[config.mk]
export PLATFORM = sky130hd
export DESIGN_NAME = instr_fetch_flat
export DESIGN_NICKNAME = d
export VERILOG_FILES = /design/src/rtl/instr_fetch_if.sv /design/src/rtl/instr_fetch.sv /design/src/flat_wrapper.sv
export SDC_FILE = /design/constraint.sdc
export NUM_CORES = 1
export LEC_CHECK = 0
export BUFFER_PORTS_ARGS = -buffer_cell sky130_fd_sc_hd__buf_2
export CAP_MARGIN = 40
export CORE_MARGIN = 2
export CORE_UTILIZATION = 27
export CTS_BUF_LIST = sky130_fd_sc_hd__clkbuf_2
export DETAILED_ROUTE_END_ITERATION = 10
export GPL_ROUTABILITY_DRIVEN = 0
export PLACE_DENSITY = 0.53
export SYNTH_ARGS = -nofsm -noshare
export SYNTH_HDL_FRONTEND = slang
export SYNTH_SLANG_ARGS = --single-unit
[constraint.sdc]
create_clock -name clk -period 3.1 [get_ports clk]
set_input_delay 0.31 -clock clk [delete_from_list [all_inputs] [get_ports clk]]
set_output_delay 0.31 -clock clk [all_outputs]
set_load 0.01 [all_outputs]
[src/rtl/instr_fetch_if.sv]
// Instruction-memory read channel: fetch stage is master, memory is slave.
interface instr_fetch_if #(
    parameter int PC_WIDTH = 16
);
    logic [PC_WIDTH-1:0] imem_addr;
    logic                imem_rd;
    logic [17:0]         imem_data;
    logic                imem_valid;

    modport master (output imem_addr, output imem_rd, input imem_data, input imem_valid);
    modport slave  (input imem_addr, input imem_rd, output imem_data, output imem_valid);
endinterface

[src/rtl/instr_fetch.sv]
// Fetch stage: PC, instruction register and circular return-address stack.
// Define IFETCH_PERF_EN to build the cycle / retired-instruction counters.
module instr_fetch #(
    parameter int                  PC_WIDTH  = 16,
    parameter int                  RAS_DEPTH = 8,
    parameter logic [PC_WIDTH-1:0] RESET_PC  = '0
) (
    input  logic                clk,
    input  logic                reset,
    instr_fetch_if.master       imem,
    input  logic                stall,
    input  logic                pc_inc,
    input  logic                pc_jump,
    input  logic                pc_call,
    input  logic                pc_ret,
    input  logic [PC_WIDTH-1:0] jump_addr,
    output logic [17:0]         instruction,
    output logic                instr_valid,
    output logic [PC_WIDTH-1:0] pc,
    output logic                ras_overflow,
    output logic                ras_underflow,
    output logic [31:0]         perf_cycles,
    output logic [31:0]         perf_retired
);
    localparam int PW = $clog2(RAS_DEPTH);

    typedef enum logic {FETCH, EXEC} state_e;

    state_e              state_q, state_d;
    logic [PC_WIDTH-1:0] pc_q, pc_d, pc_plus1;
    logic [17:0]         instr_q, instr_d;
    logic                vld_q, vld_d;
    logic                rd_q, rd_d;
    logic [PW-1:0]       ptr_q, ptr_d, ptr_m1;
    logic [PW:0]         cnt_q, cnt_d;
    logic                ovf_q, ovf_d, unf_q, unf_d;
    logic                push, exec_done;
    logic [PC_WIDTH-1:0] ras_q [RAS_DEPTH];

    assign pc_plus1 = pc_q + PC_WIDTH'(1);
    assign ptr_m1   = ptr_q - PW'(1);

    always_comb begin
        state_d   = state_q;
        pc_d      = pc_q;
        instr_d   = instr_q;
        vld_d     = vld_q;
        rd_d      = rd_q;
        ptr_d     = ptr_q;
        cnt_d     = cnt_q;
        ovf_d     = ovf_q;
        unf_d     = unf_q;
        push      = 1'b0;
        exec_done = 1'b0;
        if (state_q == FETCH) begin
            // A response only counts once our own request is on the bus, so a
            // late reply to a request aborted by reset is dropped.
            if (!rd_q) begin
                rd_d = 1'b1;
            end else if (imem.imem_valid) begin
                instr_d = imem.imem_data;
                vld_d   = 1'b1;
                rd_d    = 1'b0;
                state_d = EXEC;
            end
        end else if (!stall) begin
            exec_done = 1'b1;
            vld_d     = 1'b0;
            rd_d      = 1'b1;
            state_d   = FETCH;
            pc_d      = pc_plus1;
            if (pc_ret) begin
                if (cnt_q == '0) begin
                    unf_d = 1'b1;
                end else begin
                    ptr_d = ptr_m1;
                    cnt_d = cnt_q - (PW+1)'(1);
                    pc_d  = ras_q[ptr_m1];
                end
            end else if (pc_call) begin
                // When full the pointer sits on the oldest entry, so the push overwrites it.
                push  = 1'b1;
                ptr_d = ptr_q + PW'(1);
                pc_d  = jump_addr;
                if (cnt_q == (PW+1)'(RAS_DEPTH)) ovf_d = 1'b1;
                else                              cnt_d = cnt_q + (PW+1)'(1);
            end else if (pc_jump) begin
                pc_d = jump_addr;
            end else if (pc_inc) begin
                pc_d = pc_plus1;
            end
        end
    end

    always_ff @(posedge clk) begin
        if (reset) begin
            state_q <= FETCH;
            pc_q    <= RESET_PC;
            instr_q <= '0;
            vld_q   <= 1'b0;
            rd_q    <= 1'b0;
            ptr_q   <= '0;
            cnt_q   <= '0;
            ovf_q   <= 1'b0;
            unf_q   <= 1'b0;
        end else begin
            state_q <= state_d;
            pc_q    <= pc_d;
            instr_q <= instr_d;
            vld_q   <= vld_d;
            rd_q    <= rd_d;
            ptr_q   <= ptr_d;
            cnt_q   <= cnt_d;
            ovf_q   <= ovf_d;
            unf_q   <= unf_d;
        end
    end

    always_ff @(posedge clk) begin
        if (push && !reset) ras_q[ptr_q] <= pc_plus1;
    end

`ifdef IFETCH_PERF_EN
    logic [31:0] cyc_q, ret_q;
    always_ff @(posedge clk) begin
        if (reset) begin
            cyc_q <= '0;
            ret_q <= '0;
        end else begin
            cyc_q <= cyc_q + 32'd1;
            if (exec_done) ret_q <= ret_q + 32'd1;
        end
    end
    assign perf_cycles  = cyc_q;
    assign perf_retired = ret_q;
`else
    assign perf_cycles  = '0;
    assign perf_retired = '0;
`endif

    assign imem.imem_addr = pc_q;
    assign imem.imem_rd   = rd_q;
    assign instruction    = instr_q;
    assign instr_valid    = vld_q;
    assign pc             = pc_q;
    assign ras_overflow   = ovf_q;
    assign ras_underflow  = unf_q;
endmodule

[src/flat_wrapper.sv]
// flat-port wrapper written by rule: the top's interface ports become plain ports
module instr_fetch_flat 
#(
    parameter int                  PC_WIDTH  = 16,
    parameter int                  RAS_DEPTH = 8,
    parameter logic [PC_WIDTH-1:0] RESET_PC  = '0
)
  (clk, reset, stall, pc_inc, pc_jump, pc_call, pc_ret, jump_addr, instruction, instr_valid, pc, ras_overflow, ras_underflow, perf_cycles, perf_retired, imem_imem_addr, imem_imem_rd, imem_imem_data, imem_imem_valid);
  instr_fetch_if #(.PC_WIDTH(PC_WIDTH)) imem_i ();
  input  logic clk;
  input  logic reset;
  input  logic stall;
  input  logic pc_inc;
  input  logic pc_jump;
  input  logic pc_call;
  input  logic pc_ret;
  input  logic [PC_WIDTH-1:0] jump_addr;
  output logic [17:0] instruction;
  output logic instr_valid;
  output logic [PC_WIDTH-1:0] pc;
  output logic ras_overflow;
  output logic ras_underflow;
  output logic [31:0] perf_cycles;
  output logic [31:0] perf_retired;
  output wire logic [$bits(imem_i.imem_addr)-1:0] imem_imem_addr;
  output wire logic [$bits(imem_i.imem_rd)-1:0] imem_imem_rd;
  input wire logic [$bits(imem_i.imem_data)-1:0] imem_imem_data;
  input wire logic [$bits(imem_i.imem_valid)-1:0] imem_imem_valid;
  assign imem_imem_addr = imem_i.imem_addr;
  assign imem_imem_rd = imem_i.imem_rd;
  assign imem_i.imem_data = imem_imem_data;
  assign imem_i.imem_valid = imem_imem_valid;
  instr_fetch #(.PC_WIDTH(PC_WIDTH), .RAS_DEPTH(RAS_DEPTH), .RESET_PC(RESET_PC)) u_core (.clk(clk), .reset(reset), .imem(imem_i), .stall(stall), .pc_inc(pc_inc), .pc_jump(pc_jump), .pc_call(pc_call), .pc_ret(pc_ret), .jump_addr(jump_addr), .instruction(instruction), .instr_valid(instr_valid), .pc(pc), .ras_overflow(ras_overflow), .ras_underflow(ras_underflow), .perf_cycles(perf_cycles), .perf_retired(perf_retired));
endmodule
After elaboration in Yosys (flattened, before gate mapping). Memories as Yosys holds them, arrays and structs flattened. Cells that the tools add are included.

Register bits: 46. RAM bits: 128. Input bits: 42. Output and inout port bits: 118. Word-level logic and storage cells: 64. Memories: 1.

Add/sub/neg operators: 5. Equality and inequality tests: 4. Muxes and demuxes: 29. Bitwise gates (word level): 3. Reductions and logical operators: 13.

Memories: u_core.ras_q (words 8, width 16, read ports 1, clocked after Yosys merged registers in 0, write ports 1, RTL line instr_fetch.sv:38) `logic [PC_WIDTH-1:0] ras_q [RAS_DEPTH];`.

Operator list (number): 2-to-1 mux 16 bit (4); 2-to-1 mux 1 bit (18); adder 16 x 1 -> 16 bit, second input constant (1); 2-to-1 mux 4 bit (4); AND reduction 5 bit (2); 2-to-1 mux 3 bit (3); AND reduction 4 bit (2); inequality test 2 bit, second input constant (3); AND reduction 3 bit (2); nonzero test 2 bit (3); adder 4 x 1 -> 4 bit, second input constant (1); == test 4 bit, second input constant (1); zero test 4 bit (1); subtractor 4 x 1 -> 4 bit, second input constant (1); adder 3 x 1 -> 3 bit, second input constant (1); NOT 1 bit (3); subtractor 3 x 1 -> 3 bit, second input constant (1); AND reduction 2 bit (1); logical AND 1 bit (1); zero test 1 bit (1).

Longest topological paths before layout. Gate-level depths: netlist of the first run.

Depth in word-level cells: 7. Mapped depth: 11. Mapped depth without buffers: 7.

Least setup slack after synthesis of the first run. Ideal clock, no wire load.

Path kind: register -> register. Start: register u_core.ptr_q[0]. End: register u_core.pc_q[2] (netlist: u_core.imem.imem_addr[2]). Library setup time: 133 ps. Arrival time: 2540 ps. Required time: 2967 ps. Slack: 427 ps. Cell stages (with the launch flop): 12. Buffers on the path: 4. Period minus slack after synthesis: 2673 ps. Cell sequence: dfxtp_1 -> buf_6 -> buf_2 -> inv_1 -> ha_1 -> clkbuf_1 -> clkbuf_1 -> mux4_1 -> mux2i_1 -> nor2_1 -> a2111oi_0 -> nor3_1.

Longest elaborated chain between the ends: 4.

RTL lines: start, declared (RTL line instr_fetch.sv:34) `logic [PW-1:0] ptr_q, ptr_d, ptr_m1;`; start signal, assigned (RTL line instr_fetch.sv:112) `ptr_q <= ptr_d;`; subtractor 3 x 1 -> 3 bit (RTL line instr_fetch.sv:41) `assign ptr_m1 = ptr_q - PW'(1);`; memory (8 x 16 bit); 2-to-1 mux 16 bit (RTL line instr_fetch.sv:73) `if (cnt_q == '0) begin`; 2-to-1 mux 16 bit (RTL line instr_fetch.sv:72) `if (pc_ret) begin`; end signal, assigned (RTL line instr_fetch.sv:108) `pc_q <= pc_d;`; end, declared (RTL line instr_fetch.sv:30) `logic [PC_WIDTH-1:0] pc_q, pc_d, pc_plus1;`.

Every way passes these cells. A chain may end at the register's enable or synchronous reset.

Final worst setup path of the first run.
Start: register u_core.ptr_q[0]. End: register u_core.pc_q[9] (netlist: u_core.imem.imem_addr[9]).

The elaborated chain is that of the path after synthesis.

==> impl_metrics.py, run 1 <==
metrics = {
    "timing": {
        "setup_slack_ps": 426,
        "maxSlewViolCount": 0,
        "tightest_slew_ps": 828,
        "slew_headroom_pct": 44.6,
        "layout_min_cycle_time_ps": 2670,
        "setup_violations": 0,
        "fin_setup_tns_ps": 0,
        "finClkSkew_ps": 60.8,
        "max_freq_ghz": 0.374,
        "rsz0062_at_grt": "false",
        "hold_viol_final": 0,
        "finalCritPeriodShare_pct": 86.3,
    },
    "yosys": {
        "syn-cell-area_um2": 8020,
        "synth_compound_area_share_pct": 7.01,
        "synth_top_family_by_area": "multiplexers",
        "synthSimpleGateAreaFrac_pct": 8.68,
        "syn_inst": 595,
        "ys_seq_area_share_pct": 59.4,
        "ys_types": 56,
        "synthAdderAreaFrac_pct": 1.03,
        "synth-edff-count": 128,
        "synth_xor_area_share_pct": 2.53,
        "synthMuxAreaShare_pct": 11.5,
        "synth_warnings": 0,
        "synth.avg_cell_area_um2": 13.5,
        "ys_ff_latch": 174,
        "synth_ff_type": "edfxtp_1",
        "synth-async-reset-ratio_pct": 0,
    },
    "clocking": {
        "path_clk_slew_ps": 330,
        "cts_resized": 0,
        "htreeDepth": 4,
        "postCtsSetupBuffers": 0,
        "cts_sinks": 174,
        "worstSkewPairLatency_ps": 780,
        "cts_hold_buf": 36,
        "cts_tree": "built",
        "cts_made_buffers": 17,
        "max-clock-path-buffers": 2,
        "cts_root_buf": "clkbuf_2",
    },
    "detailed_routing": {
        "drtIter0Drc": 395,
        "drtPass1Iterations": 5,
        "drc_errors": 0,
        "wl_per_cell_um": 17.4,
        "wl_um": 19700,
        "drtAntennaViolNets": 0,
        "viasPerCell": 4.46,
        "dr_total_vias": 5051,
    },
    "floorplan": {
        "die_y_um": 176,
        "pin_count": 160,
        "die_w_um": 176,
        "rows": 63,
        "core_um2": 29400,
        "die-area_um2": 31100,
        "start_util_pct": 27.3,
    },
    "global_route": {
        "grt_overflow": 0,
        "grt_pass1_wl_um": 29300,
        "grt_max_degree": 49,
        "grt_pass1_vias": 4767,
        "track_usage_pct": 12.9,
        "antenna_found_initial": 0,
    },
    "critical_path": {
        "cp_max_fo": 14,
        "cpMaxStageDelayCell": "mux4_2",
        "reg2reg_slack_ps": 430,
        "r2r_start": "u_core.ptr_q[0]",
        "cp.required_ps": 3730,
        "cp_top_family": "multiplexers",
        "worst-path-buf-inv": 2,
        "arrival_ps": 3310,
        "startpoint_type": "register",
        "crit_type": "reg2reg",
        "r2r_cells": 7,
        "cpPeakStageDelay_ps": 540,
        "end_kind": "register",
        "r2r_end": "u_core.imem.imem_addr[9]",
        "path_cells": "inv_1 > ha_1 > xor2_4 > buf_12 > mux4_2 > a2111oi_4 > a221oi_2",
    },
    "placed_design": {
        "place_ws_ps": 497,
        "dp_hpwl_um": 12900,
        "io_buffers": 94,
        "dp.cells": 1065,
    },
    "pwr": {
        "p_sw_mw": 1.27,
        "swShare_pct": 29.8,
        "powerDensity_nw_per_um2": 452,
        "internal-power_mw": 2.98,
        "power_mw": 4.25,
        "peakVddDrop_mv": 0.227,
        "p_leak_nw": 3.36,
        "combPwrFrac_pct": 8.4,
        "power_frac_clock_pct": 31.8,
        "seqPwrFrac_pct": 59.8,
    },
    "cells_and_area": {
        "area_delta_synth_final_pct": 17.2,
        "drive_gt1_share_pct": 25.7,
        "insertedDiodeCount": 0,
        "n_fill_cell": 2947,
        "instances_no_fill": 1133,
        "multi_input_area_um2": 2720,
        "layout.nets": 778,
        "layout_commonest_cell": "edfxtp_1",
        "post-route-util_pct": 31.9,
        "seq_area_um2": 4760,
        "final_cell_mix": "edfxtp_1, buf_2, conb_1",
    },
    "flow_run": {
        "cap_violations": 0,
    },
    "hold_path": {
        "min_from": "pc_jump",
        "hp-class": "in2reg",
        "min_path_cells": 6,
        "min_to": "u_core.imem.imem_addr[3]",
    },
    "status": {
        "outcome": "complete, no violations",
    },
}
through the flow:
stage                     hold slack, ps  area, um2
after floorplan                      446       8250
after global placement               441       8720
after detailed placement             445       8730
after CTS                           5.68       9390
after global routing                29.6       9390
final                               96.7       9390
synth_stat cells, types with 5 or more instances:
cell	number	share of area (%)
nor2_1	47	2.2
a211oi_1	10	0.94
clkbuf_1	15	0.70
mux2_2	8	1.1
nor3_1	8	0.50
xnor2_1	10	1.1
buf_4	81	7.6
mux4_1	17	5.6
ha_1	5	0.78
edfxtp_1	128	48
a221oi_1	5	0.55
mux2i_1	5	0.62
dfxtp_1	46	11
o21ai_0	9	0.56
inv_1	11	0.52
xor2_1	10	1.1
nand4_1	5	0.39
mux4_2	15	4.2
nor2b_1	5	0.39
nor4_1	6	0.47
nand3_1	7	0.44
nand2_1	58	2.7
a21oi_1	33	2.1
how the worst max path moves through the flow:
stage	start	to	depth (start not counted)
5_1_grt	u_core.ptr_q[1]	u_core.imem.imem_addr[9]	7
3_3_place_gp	u_core.ptr_q[0]	u_core.imem.imem_addr[9]	7
4_1_cts	u_core.ptr_q[0]	u_core.imem.imem_addr[9]	7
2_1_floorplan	u_core.ptr_q[0]	u_core.imem.imem_addr[2]	11
6_report	u_core.ptr_q[0]	u_core.imem.imem_addr[9]	7
3_5_place_dp	u_core.ptr_q[0]	u_core.imem.imem_addr[9]	7
area by class of cell:
cell class / count / share of cell area (%)
multi-input cells: 368 / 28.9
well taps: 390 / 5.20
clock inverters: 15 / 2.29
repair buffers: 158 / 11.5
flip-flops and latches: 174 / 50.7
inverters: 11 / 0.440
clock buffers: 17 / 0.906
worst register-to-register path, cell delays in order, from the launching register on:
cell,delay [ps]
dfxtp_1,380
inv_1,230
ha_1,310
xor2_4,360
buf_12,220
mux4_2,550
a2111oi_4,390
a221oi_2,100
power by group through the flow:
stage / logic (mW) / clock network [mW] / registers (mW)
finish: 0.356 / 1.35 / 2.54
global route: 0.394 / 1.50 / 2.55
CTS: 0.358 / 1.42 / 2.54
detailed placement: 0.323 / 0 / 2.59
global placement: 0.320 / 0 / 2.59
floorplan: 0.258 / 0 / 2.59
registers in the layout, summed over array words and instances (netlist names):
register and flops:
u_core.ptr_q 3, u_core.instr_valid 1, u_core.cnt_q 4, u_core.instruction 18
u_core.ras_underflow 1, u_core.state_q 1, u_core.ras_q 128, u_core.imem.imem_addr 16
u_core.ras_overflow 1, u_core.imem.imem_rd 1
cell families after synthesis:
logic type                 Yosys count
DFF                                174
and+or+nand+nor                    152
buffers and inverters              116
AOI/OAI and AO/OA                   80
muxes                               45
xor gates and xnor gates            21
adders and majority gates            6
other                                1
metal layers:
layer | wire (um) | vias to the layer above | GRT usage [%]
met5 | 0 | - | 0
met4 | 295 | 0 | 3.79
met3 | 1470 | 17 | 2.63
met2 | 8980 | 238 | 19.9
met1 | 8920 | 2447 | 18.2
li1 | - | 2349 | -
No activity file was read; power rests on OpenSTA's default activity.
==> inputs of run 2 (changes only) <==
- CORE_UTILIZATION: 27 -> 57
- PLACE_DENSITY: 0.53 -> 0.9
==> impl_metrics.py, run 2 (synthesis results as in run 1) <==
metrics = {
    "floorplan": {
        "pin_count": 160,
        "die-area_um2": 15000,
        "die_w_um": 123,
        "die_y_um": 123,
        "core_um2": 13800,
        "rows": 43,
        "start_util_pct": 58.0,
    },
    "clocking": {
        "cts_made_buffers": 17,
        "htreeDepth": 4,
        "cts_sinks": 174,
        "path_clk_slew_ps": 240,
        "cts_tree": "built",
        "max-clock-path-buffers": 2,
        "worstSkewPairLatency_ps": 760,
        "cts_root_buf": "clkbuf_2",
    },
    "critical_path": {
        "cpMaxStageDelayCell": "dlygate4sd3_1",
        "arrival_ps": 3650,
        "endpoint": "u_core.imem.imem_addr[12]",
        "r2r_cells": 8,
        "end_kind": "register",
        "cp.required_ps": 3770,
        "path_cells": "inv_1 > ha_1 > xor2_4 > buf_4 > mux4_2 > nand4_1 > nand4_1 > dlygate4sd3_1",
        "cp_max_fo": 8,
        "r2r_start": "u_core.ptr_q[1]",
        "cpPeakStageDelay_ps": 580,
        "cp-startpoint": "u_core.ptr_q[1]",
        "r2r_end": "u_core.imem.imem_addr[12]",
        "reg2reg_slack_ps": 120,
        "startpoint_type": "register",
        "crit_type": "reg2reg",
        "cp_common_cell": "nand4_1",
    },
    "placed_design": {
        "place_ws_ps": 465,
        "dp_hpwl_um": 12900,
        "dp.cells": 854,
        "io_buffers": 94,
    },
    "global_route": {
        "antenna_found_initial": 1,
        "grt_pass1_wl_um": 28300,
        "grt_pass1_vias": 5157,
        "track_usage_pct": 26.4,
        "grt_max_degree": 49,
        "grt_overflow": 0,
    },
    "flow_run": {
        "cap_violations": 0,
    },
    "timing": {
        "hold_viol_final": 0,
        "rsz0062_at_grt": "false",
        "max_freq_ghz": 0.336,
        "hold_ws_ps": 72.6,
        "maxSlewViolCount": 0,
        "slew_headroom_pct": 46.5,
        "fin_setup_tns_ps": 0,
        "finClkSkew_ps": 40.5,
        "tightest_slew_ps": 799,
        "layout_min_cycle_time_ps": 2980,
        "setup_violations": 0,
        "setup_slack_ps": 120,
        "finalCritPeriodShare_pct": 96.1,
    },
    "status": {
        "outcome": "complete, no violations",
    },
    "detailed_routing": {
        "drtAntennaViolNets": 0,
        "wl_per_cell_um": 20.6,
        "wl_um": 18900,
        "drc_errors": 0,
        "drtIter0Drc": 575,
        "dr_total_vias": 5386,
        "viasPerCell": 5.87,
        "drtPass1Iterations": 5,
    },
    "cells_and_area": {
        "largest_reg_flops": 128,
        "layout_commonest_cell": "edfxtp_1",
        "n_fill_cell": 974,
        "multi_input_area_um2": 2720,
        "final_cell_mix": "edfxtp_1, buf_2, conb_1",
        "area_delta_synth_final_pct": 11.6,
        "seq_area_um2": 4760,
        "layout.nets": 772,
        "top_register": "u_core.ras_q",
        "instances_no_fill": 918,
        "drive_gt1_share_pct": 25.2,
    },
    "pwr": {
        "peakVddDrop_mv": 0.272,
        "powerDensity_nw_per_um2": 444,
        "p_leak_nw": 3.30,
    },
    "hold_path": {
        "hp-class": "in2reg",
    },
}
## run 2: layout make-up
type,instances,area share [%]
Antenna cell,1,0.0280
Clock buffer,22,1.23
Clock inverter,10,1.12
Inverter,11,0.461
Multi-Input combinational cell,368,30.4
Sequential cell,174,53.2
Tap cell,180,2.52
Timing Repair Buffer,152,11.0
## run 2: worst min path at each step
| stage | endpoint | depth (start not counted) | start |
|---|---|---|---|
| 2_1_floorplan | u_core.instruction[0] | 2 | imem_imem_data[0] |
| 3_5_place_dp | u_core.instruction[7] | 2 | u_core.instruction[7] |
| 5_1_grt | u_core.imem.imem_addr[15] | 4 | jump_addr[15] |
| 3_3_place_gp | u_core.instruction[17] | 2 | u_core.instruction[17] |
| 6_report | u_core.imem.imem_addr[13] | 3 | jump_addr[13] |
| 4_1_cts | u_core.imem.imem_addr[13] | 3 | jump_addr[13] |
## run 2: worst max-delay path: cells and delay by family (launching register included)
family / cells / cell delay, ps
xor gates and xnor gates: 1 / 400
adders and majority gates: 1 / 270
buffers and inverters: 3 / 940
DFF: 1 / 540
muxes: 1 / 520
and+or+nand+nor: 2 / 220
## run 2: metal layers
metal / share of wire [%] / up-vias / GRT usage [%]
met4: 4.9 / 0 / 13.6
met5: 0 / - / 0
li1: - / 2330 / -
met1: 35 / 2530 / 31.8
met2: 49 / 442 / 44.1
met3: 11 / 84 / 6.92
## run 2: power by group
group	leakage, nW	internal, mW	switching [mW]	total, mW
combinational	1.70	0.135	0.215	0.350
sequential	1.47	2.51	0.0265	2.54
clock	0.134	0.372	0.714	1.09
total	3.30	3.02	0.955	3.97
## run 2: repair_timing
action,4_1_cts,5_1_grt
gates resized for setup,0,0
buffers inserted,0,0
endpoints found under the hold margin,32,0
hold buffers,31,0
## run 2: stage by stage
stage          cell area (um2)  power (mW)  util (%)
4_1_cts                   8950        4.00      64.7
3_5_place_dp              8430        2.90      60.9
2_1_floorplan             8250        2.85         -
6_report                  8950        3.97      64.7
3_3_place_gp              8410        2.88      60.9
5_1_grt                   8950        4.13      64.7
==> inputs of run 3 (changes only) <==
- RECOVER_POWER: unset -> 25
==> impl_metrics.py, run 3 (synthesis results as in run 1) <==
metrics = {
    "critical_path": {
        "arrival_ps": 3680,
        "worst-path-buf-inv": 3,
        "cp.required_ps": 3780,
        "r2r_end": "u_core.imem.imem_addr[12]",
        "path_cells": "inv_1 > ha_1 > xor2_4 > buf_4 > mux4_2 > nand4_1 > nand4_1 > dlygate4sd3_1",
        "endpoint": "u_core.imem.imem_addr[12]",
        "cpMaxStageDelayCell": "dlygate4sd3_1",
        "cp_top_family": "buffers and inverters",
        "reg2reg_slack_ps": 100,
        "path_depth": 8,
        "end_kind": "register",
        "startpoint_type": "register",
        "cp_common_cell": "nand4_1",
        "cp-startpoint": "u_core.ptr_q[1]",
        "r2r_start": "u_core.ptr_q[1]",
        "crit_type": "reg2reg",
        "cp_max_fo": 8,
        "r2r_cells": 8,
        "cpPeakStageDelay_ps": 590,
    },
    "hold_path": {
        "hp-class": "in2reg",
        "min_from": "jump_addr[15]",
        "min_path_cells": 4,
    },
    "global_route": {
        "grt_pass1_wl_um": 28300,
        "antenna_found_initial": 1,
        "track_usage_pct": 26.4,
        "grt_max_degree": 49,
        "grt_overflow": 0,
        "grt_pass1_vias": 5157,
    },
    "clocking": {
        "cts_made_buffers": 17,
        "path_clk_slew_ps": 250,
        "htreeDepth": 4,
        "max-clock-path-buffers": 2,
        "cts_sinks": 174,
        "cts_tree": "built",
        "postCtsSetupBuffers": 0,
        "worstSkewPairLatency_ps": 770,
        "cts_root_buf": "clkbuf_2",
    },
    "cells_and_area": {
        "final_cell_mix": "edfxtp_1, buf_2, conb_1",
        "area_delta_synth_final_pct": 11.2,
        "largest_reg_flops": 128,
        "layout_commonest_cell": "edfxtp_1",
        "top_register": "u_core.ras_q",
        "instances_no_fill": 918,
        "drive_gt1_share_pct": 21.6,
        "layout.nets": 772,
    },
    "timing": {
        "max_freq_ghz": 0.333,
        "slew_headroom_pct": 46.1,
        "setup_violations": 0,
        "hold_viol_final": 0,
        "maxSlewViolCount": 0,
        "fin_setup_tns_ps": 0,
        "rsz0062_at_grt": "false",
        "finalCritPeriodShare_pct": 96.9,
        "layout_min_cycle_time_ps": 3000,
        "tightest_slew_ps": 805,
        "finClkSkew_ps": 50.8,
    },
    "pwr": {
        "peakVddDrop_mv": 0.272,
        "power_frac_clock_pct": 27.5,
        "powerDensity_nw_per_um2": 446,
        "combPwrFrac_pct": 8.7,
        "p_leak_nw": 3.19,
        "swShare_pct": 24.2,
        "internal-power_mw": 3.01,
        "seqPwrFrac_pct": 63.8,
        "p_sw_mw": 0.964,
    },
    "detailed_routing": {
        "drc_errors": 0,
        "wl_per_cell_um": 20.8,
        "dr_total_vias": 5376,
        "drtPass1Iterations": 5,
        "drtIter0Drc": 606,
        "wl_um": 19100,
        "drtAntennaViolNets": 0,
        "viasPerCell": 5.86,
    },
    "floorplan": {
        "core_um2": 13800,
        "die_w_um": 123,
        "die-area_um2": 15000,
        "die_y_um": 123,
        "start_util_pct": 58.0,
        "rows": 43,
        "pin_count": 160,
    },
    "placed_design": {
        "dp_hpwl_um": 12900,
        "dp.cells": 854,
        "io_buffers": 94,
    },
    "flow_run": {
        "cap_violations": 0,
    },
    "status": {
        "outcome": "complete, no violations",
    },
}
[run 3: cell types whose count changed in the layout (fill, tap and decap cells not counted), sizes merged]
cell / previous run / this run
buf: 121 / 95
clkbuf: 22 / 48
[run 3: metrics by stage]
step	instance area, um2	utilization, %	hold WS [ps]	setup slack [ps]	total power, mW
finish	8910	64.4	79.4	97.1	3.98
global route	8910	64.4	63.8	8.64	4.13
CTS	8950	64.7	6.20	197	4.00
detailed placement	8430	60.9	448	465	2.90
global placement	8410	60.9	441	582	2.88
floorplan	8250	-	446	427	2.85
[run 3: what timing repair did]
| action | 4_1_cts | 5_1_grt |
|---|---|---|
| setup endpoints to repair | 0 | 0 |
| hold buffers | 31 | 0 |
| resized for setup | 0 | 0 |
| hold endpoints to repair | 32 | 0 |
[run 3: layout make-up]
type,instances,area [um2]
antenna,1,2.50
clock buffer,22,110
clock inverter,10,100
fill,991,4920
inverter,11,41.3
multi-input combinational,368,2710
sequential,174,4760
tap,180,225
timing repair buffer,152,955
[run 3: power groups by stage]
stage / Combinational, mW / Clock, mW / Sequential [mW]
after floorplan: 0.258 / 0 / 2.59
after global placement: 0.296 / 0 / 2.59
after detailed placement: 0.313 / 0 / 2.59
after CTS: 0.344 / 1.11 / 2.54
after global routing: 0.379 / 1.20 / 2.54
final: 0.347 / 1.09 / 2.54
[run 3: worst min-delay path: cells and delay by family]
kind	cells	cell delay [ps]
buf+inv	1	80
compound gates	3	430
[run 3: layer usage]
layer / global-route usage [%] / wire (um) / vias to the layer above
met5: 0 / 0 / -
met4: 13.6 / 1000 / 0
met3: 6.92 / 2240 / 88
met2: 44.1 / 9180 / 408
met1: 31.8 / 6640 / 2548
li1: - / - / 2332
[run 3: worst min-delay path by stage]
stage	endpoint	slack [ps]
2_1_floorplan	u_core.instruction[0]	450
3_3_place_gp	u_core.instruction[17]	440
3_5_place_dp	u_core.instruction[7]	450
4_1_cts	u_core.imem.imem_addr[13]	6
5_1_grt	u_core.imem.imem_addr[15]	60
6_report	u_core.imem.imem_addr[15]	80
